File: src/rtl/led_chaser_pkg.sv
// rtl/led_chaser_pkg.sv - shared types and seed helper for the LED running-light driver
package led_chaser_pkg;

   typedef enum logic [1:0] {
      LEFT     = 2'd0,
      RIGHT    = 2'd1,
      PINGPONG = 2'd2,
      FILL     = 2'd3
   } chase_mode_t;

   typedef enum logic {
      IDLE = 1'b0,
      RUN  = 1'b1
   } chase_state_t;

   // First pattern shown after start; RIGHT runs from the top LED down.
   function automatic logic [31:0] seed(chase_mode_t m, int unsigned w);
      logic [31:0] s;
      s = 32'd1;
      if (m == RIGHT) s = 32'd1 << (w - 1);
      return s;
   endfunction

endpackage

File: src/rtl/led_chaser_if.sv
// rtl/led_chaser_if.sv - button/mode inputs and LED outputs of the running-light driver
interface led_chaser_if
   import led_chaser_pkg::*;
#(
   parameter int LED_W = 8
);
   logic             start;
   logic             stop;
   chase_mode_t      mode;
   logic [LED_W-1:0] led;
   logic             running;
   logic             step;

   modport master (output start, stop, mode, input led, running, step);
   modport slave  (input start, stop, mode, output led, running, step);
endinterface

File: src/rtl/led_chaser_tick_gen.sv
// rtl/led_chaser_tick_gen.sv - free-running divider, one-cycle pulse at terminal count
module tick_gen #(
   parameter int TICK_DIV = 100_000_000
) (
   input  logic clk,
   input  logic rst,
   input  logic clr,
   input  logic en,
   output logic tick
);
   localparam int CNT_W = $clog2(TICK_DIV);
   localparam logic [CNT_W-1:0] TERM = CNT_W'(TICK_DIV - 1);

   logic [CNT_W-1:0] cnt;

   always_ff @(posedge clk) begin
      if (rst || clr) begin
         cnt <= '0;
      end else if (en) begin
         cnt <= (cnt == TERM) ? '0 : cnt + CNT_W'(1);
      end
   end

   assign tick = en && (cnt == TERM);
endmodule

File: src/rtl/led_chaser.sv
// rtl/led_chaser.sv - LED running-light FSM: LEFT/RIGHT/PINGPONG/FILL patterns, start/stop control.
// Optional LED_CHASER_SYNC_EN adds 2-flop synchronisers on start and stop.
module led_chaser
   import led_chaser_pkg::*;
#(
   parameter int LED_W    = 8,
   parameter int TICK_DIV = 100_000_000
) (
   input logic          clk,
   input logic          rst,
   led_chaser_if.slave  bus
);
   chase_state_t     state, state_nxt;
   chase_mode_t      mode_q, mode_nxt;
   logic             dir_up, dir_nxt;
   logic [LED_W-1:0] led_q, led_nxt;
   logic [LED_W-1:0] adv, seed_lat;
   logic             adv_dir;
   logic             onehot, thermo, going_up;
   logic             start_use, stop_use;
   logic             cnt_en, tick;

`ifdef LED_CHASER_SYNC_EN
   logic [1:0] start_ff, stop_ff;

   always_ff @(posedge clk) begin
      if (rst) begin
         start_ff <= '0;
         stop_ff  <= '0;
      end else begin
         start_ff <= {start_ff[0], bus.start};
         stop_ff  <= {stop_ff[0], bus.stop};
      end
   end

   assign start_use = start_ff[1];
   assign stop_use  = stop_ff[1];
`else
   assign start_use = bus.start;
   assign stop_use  = bus.stop;
`endif

   // Counter only runs in RUN; a stop clears it in the same cycle it suppresses the step.
   assign cnt_en = (state == RUN) && !stop_use;

   tick_gen #(.TICK_DIV(TICK_DIV)) u_tick (
      .clk  (clk),
      .rst  (rst),
      .clr  (!cnt_en),
      .en   (cnt_en),
      .tick (tick)
   );

   always_comb begin
      seed_lat = LED_W'(seed(mode_q, LED_W));
      onehot   = (led_q != '0) && ((led_q & (led_q - LED_W'(1))) == '0);
      thermo   = (led_q != '0) && ((led_q & (led_q + LED_W'(1))) == '0);
      // An end LED forces the turn even if the direction flag was disturbed.
      going_up = (dir_up && !led_q[LED_W-1]) || led_q[0];
      adv      = seed_lat;
      adv_dir  = 1'b1;
      case (mode_q)
         LEFT:     if (onehot) adv = {led_q[LED_W-2:0], led_q[LED_W-1]};
         RIGHT:    if (onehot) adv = {led_q[0], led_q[LED_W-1:1]};
         PINGPONG: if (onehot) begin
            adv     = going_up ? (led_q << 1) : (led_q >> 1);
            adv_dir = going_up ? !adv[LED_W-1] : adv[0];
         end
         FILL:     if (thermo && !(&led_q)) adv = {led_q[LED_W-2:0], 1'b1};
         default:  adv = seed_lat;
      endcase
   end

   always_comb begin
      state_nxt = state;
      mode_nxt  = mode_q;
      dir_nxt   = dir_up;
      led_nxt   = led_q;
      case (state)
         IDLE: begin
            led_nxt = '0;
            if (start_use && !stop_use) begin
               state_nxt = RUN;
               mode_nxt  = bus.mode;
               led_nxt   = LED_W'(seed(bus.mode, LED_W));
               dir_nxt   = 1'b1;
            end
         end
         RUN: begin
            if (stop_use) begin
               state_nxt = IDLE;
               led_nxt   = '0;
            end else if (tick) begin
               led_nxt = adv;
               dir_nxt = adv_dir;
            end
         end
         default: state_nxt = IDLE;
      endcase
   end

   always_ff @(posedge clk) begin
      if (rst) begin
         state  <= IDLE;
         mode_q <= LEFT;
         dir_up <= 1'b1;
         led_q  <= '0;
      end else begin
         state  <= state_nxt;
         mode_q <= mode_nxt;
         dir_up <= dir_nxt;
         led_q  <= led_nxt;
      end
   end

   assign bus.led     = led_q;
   assign bus.running = (state == RUN);
   assign bus.step    = tick && !rst;
endmodule

File: src/flat_wrapper.sv
// flat-port wrapper written by rule: the top's interface ports become plain ports
module led_chaser_flat import led_chaser_pkg::*;
#(
   parameter int LED_W    = 8,
   parameter int TICK_DIV = 100_000_000
)
  (clk, rst, bus_start, bus_stop, bus_mode, bus_led, bus_running, bus_step);
  led_chaser_if #(.LED_W(LED_W)) bus_i ();
  input logic clk;
  input logic rst;
  input wire logic [$bits(bus_i.start)-1:0] bus_start;
  input wire logic [$bits(bus_i.stop)-1:0] bus_stop;
  input wire logic [$bits(bus_i.mode)-1:0] bus_mode;
  output wire logic [$bits(bus_i.led)-1:0] bus_led;
  output wire logic [$bits(bus_i.running)-1:0] bus_running;
  output wire logic [$bits(bus_i.step)-1:0] bus_step;
  assign bus_i.start = bus_start;
  assign bus_i.stop = bus_stop;
  assign bus_i.mode = bus_mode;
  assign bus_led = bus_i.led;
  assign bus_running = bus_i.running;
  assign bus_step = bus_i.step;
  led_chaser #(.LED_W(LED_W), .TICK_DIV(TICK_DIV)) u_core (.clk(clk), .rst(rst), .bus(bus_i));
endmodule
File: config.mk
export PLATFORM = sky130hd
export DESIGN_NAME = led_chaser_flat
export DESIGN_NICKNAME = d
export VERILOG_FILES = /design/src/rtl/led_chaser_pkg.sv /design/src/rtl/led_chaser_if.sv /design/src/rtl/led_chaser_tick_gen.sv /design/src/rtl/led_chaser.sv /design/src/flat_wrapper.sv
export SDC_FILE = /design/constraint.sdc
export NUM_CORES = 1
export LEC_CHECK = 0
export ABC_AREA = 1
export CORE_MARGIN = 8
export CORE_UTILIZATION = 55
export DETAILED_ROUTE_END_ITERATION = 7
export DONT_BUFFER_PORTS = 1
export PLACE_DENSITY = 0.73
export REMOVE_ABC_BUFFERS = 1
export SLEW_MARGIN = 40
export SYNTH_ARGS = -nofsm -noshare
export SYNTH_HDL_FRONTEND = slang
export SYNTH_SLANG_ARGS = --single-unit
File: constraint.sdc
create_clock -name clk -period 1.6 [get_ports clk]
set_input_delay 0.08 -clock clk [delete_from_list [all_inputs] [get_ports clk]]
set_output_delay 0.08 -clock clk [all_outputs]
set_load 0.01 [all_outputs]
==> results.py <==
metrics = {
    "cells_and_area": {
        "layout_commonest_cell": "nand2_1",
        "regArea_um2": 805,
        "num-nets-final": 406,
        "final_cell_mix": "68 x nand2_1, 42 x inv_1, 40 x buf_4",
        "layout-drive-gt1-share": 0.343,
        "area_growth_pct": 31.4,
        "postLayoutCoreUtil": 0.732,
        "final_cells": 452,
        "antennaDiodeCount": 0,
        "multi_input_comb_area_um2": 1520,
        "fill_cells": 323,
    },
    "floorplanning": {
        "pin_count": 16,
        "core_um2": 4260,
        "fp.dieArea_um2": 6680,
        "rows": 24,
        "die_w_um": 81.7,
        "die_y_um": 81.7,
        "start_util": 0.558,
    },
    "cts": {
        "clkTransAtPathRegs_ns": 0.09,
        "cts_tree": "done",
        "cts.root.buffer_cell": "clkbuf_8",
        "h-tree-depth": 2,
        "cts_buffer_depth": 2,
        "clk_latency_ns": 0.30,
        "cts_buffers": 5,
        "cts.sinks": 39,
    },
    "critical_path": {
        "critical_path.endpoint": "bus_step",
        "rr_endpoint": "u_core.u_tick.cnt[26]",
        "critPathMaxFanout": 3,
        "crit_arrival_ns": 1.64,
        "cp.required_ns": 1.52,
        "path_class": "register to output pin",
        "r2r_slack_ns": -0.03,
        "regToRegStartpoint": "u_core.u_tick.cnt[1]",
        "setup.worst_path.start_class": "register",
        "r2r_cells": 11,
        "startpoint": "u_core.u_tick.cnt[21]",
        "end_kind": "output pin",
    },
    "placed_design": {
        "dp.final_hpwl_mm": 4.33,
        "dpl_worst_slack_ns": -0.0335,
        "gp_congestion": 0.889,
        "port_buffers": 0,
        "placed_cells": 431,
    },
    "synth": {
        "synth_top_area_frac": 0.328,
        "syn_avg_cell_area_um2": 6.79,
        "synth_top_area_cell": "dfxtp_1",
        "synth_cell_type_count": 38,
        "synth-warning-count": 0,
        "ys_seq_area_frac": 0.328,
        "synth-seq-cells": 39,
        "synth_cells": 350,
        "synthTopCellsByArea": "dfxtp_1 33%, nand2_1 11%, inv_1 7.7%, nor2_1 6.3%, nand3_1 5.9%",
        "syn_area_um2": 2380,
    },
    "routing": {
        "routed_wl_mm": 6.48,
        "wl_per_cell_um": 14.3,
        "antenna_left": 0,
        "drtIter0Drc": 264,
        "viasPerCell": 5.60,
        "drc": 0,
        "firstDrtPassIters": 5,
        "via_count": 2529,
    },
    "sta": {
        "finalCriticalPeriod_ns": 1.72,
        "rsz0062_at_grt": "yes",
        "fin_crit_sh": 1.08,
        "timing.fmax_ghz": 0.580,
        "hold_ws_ns": 0.0115,
        "setup_slack_ns": -0.124,
        "finalClockSkew_ns": 0.0189,
        "max-slew-margin-rel": 0.717,
        "tightest_slew_ns": 0.422,
        "hold_viol_final": 0,
        "setup_viol": 2,
        "final_max_slew_viol_count": 0,
    },
    "global_routing": {
        "grt_pass1_vias": 2267,
        "grt_start_max_net_pins": 15,
        "antenna_found_initial": 0,
        "grt-ovfl-total": 0,
        "grt_use_total": 0.187,
        "grt_pass1_wl_mm": 9.98,
    },
    "pwr": {
        "fin_total_pwr_mw": 2.13,
        "pwr_density_cell_nw_per_um2": 681,
        "ir_worst_vdd_uv": 701,
        "power_leakage_nw": 1.31,
    },
    "run": {
        "cap_viol_max_count": 0,
    },
    "min_path": {
        "hold_path.class": "primary input to register",
    },
    "status": {
        "status": "finished with violations",
        "violations": "negative setup slack",
    },
}
==> where the power goes <==
group | internal (mW) | switching (mW)
registers | 0.978 | 0.0145
clock network | 0.622 | 0.362
logic | 0.0555 | 0.0942
total | 1.66 | 0.471
==> cells by family after synthesis <==
group / after synthesis / share of synthesized area
compound gates: 48 / 0.117
flops: 39 / 0.328
xor+xnor: 7 / 0.0258
simple gates: 197 / 0.424
fa+ha+maj: 1 / 0.00526
buf+inv: 58 / 0.0989
==> area by class of cell <==
| class | count | share of cell area |
|---|---|---|
| timing repair buffer | 47 | 0.126 |
| clock inverter | 3 | 0.0216 |
| sequential | 39 | 0.258 |
| clock buffer | 5 | 0.0220 |
| tap | 52 | 0.0208 |
| inverter | 53 | 0.0653 |
| multi-input combinational | 253 | 0.486 |
==> flip-flops by register name (all words and copies together) (netlist names) <==
name and flops:
u_core.bus.running 1, u_core.mode_q 2, u_core.u_tick.cnt 27, u_core.bus.led 8
u_core.dir_up 1
==> repair_timing <==
item | 4_1_cts | 5_1_grt
resized for setup | 21 | 47
endpoints found under the setup margin | 9 | 26
buffers inserted | 6 | 5
pin swaps | 7 | 17
hold buffers | 2 | 0
hold endpoints to repair | 5 | 0
==> worst min path at each step <==
stage                          to         from  slack [ns]  depth (start not counted)
3_5_place_dp   u_core.bus.running          rst        0.15                          1
6_report        u_core.bus.led[7]  bus_mode[1]        0.01                          3
4_1_cts          u_core.mode_q[0]  bus_mode[0]        0.01                          2
3_3_place_gp   u_core.bus.running          rst        0.15                          1
2_1_floorplan  u_core.bus.running          rst        0.15                          1
5_1_grt          u_core.mode_q[0]  bus_mode[0]        0.03                          2
==> per-layer routing <==
metal / share of wire / wire [um] / vias up / GRT usage
met3: 0.071 / 460 / 17 / 0.0405
met5: 0 / 0 / - / 0
met1: 0.43 / 2770 / 1169 / 0.230
met2: 0.48 / 3090 / 98 / 0.308
met4: 0.024 / 158 / 0 / 0.0789
li1: - / - / 1245 / -
==> critical path, cell delays in order, from the launching register on <==
cell and delay (ns):
dfxtp_2 0.36, nand4_1 0.19, nor3_2 0.30, nand4_4 0.14
buf_6 0.16, nor2_8 0.09, buf_12 0.11
==> Yosys cell counts <==
| cell type | count |
|---|---|
| nor3b_1 | 1 |
| inv_2 | 4 |
| nor2_4 | 3 |
| a31oi_1 | 1 |
| o21a_1 | 2 |
| a31o_2 | 1 |
| nor3_1 | 10 |
| o21ai_1 | 7 |
| buf_6 | 1 |
| buf_4 | 2 |
| nand4_2 | 1 |
| nor3_2 | 2 |
| a21oi_1 | 17 |
| dfxtp_1 | 39 |
| nand3_1 | 28 |
| nor3_4 | 2 |
| o21ai_0 | 12 |
| nor4_1 | 3 |
| buf_2 | 2 |
| o22ai_1 | 1 |
| and2_1 | 1 |
| inv_1 | 49 |
| nor2_1 | 40 |
| a21boi_1 | 2 |
| nand4_4 | 1 |
| xor2_1 | 6 |
| nand3b_1 | 4 |
| ha_1 | 1 |
| o31ai_2 | 1 |
| nand2_1 | 71 |
| xnor2_1 | 1 |
| nand2_4 | 2 |
| nand2_2 | 2 |
| o21ai_2 | 4 |
| nor2_2 | 11 |
| nand3_2 | 2 |
| nor2_8 | 1 |
| nand4_1 | 12 |
==> through the flow <==
| stage | setup TNS [ns] | instance area, um2 |
|---|---|---|
| 6_report | -0.158 | 3120 |
| 5_1_grt | -1.53 | 3120 |
| 4_1_cts | -0.326 | 2950 |
| 3_5_place_dp | -0.0565 | 2690 |
| 3_3_place_gp | 0 | 2690 |
| 2_1_floorplan | -0.398 | 2340 |
Power figures use the tool's default switching activity.
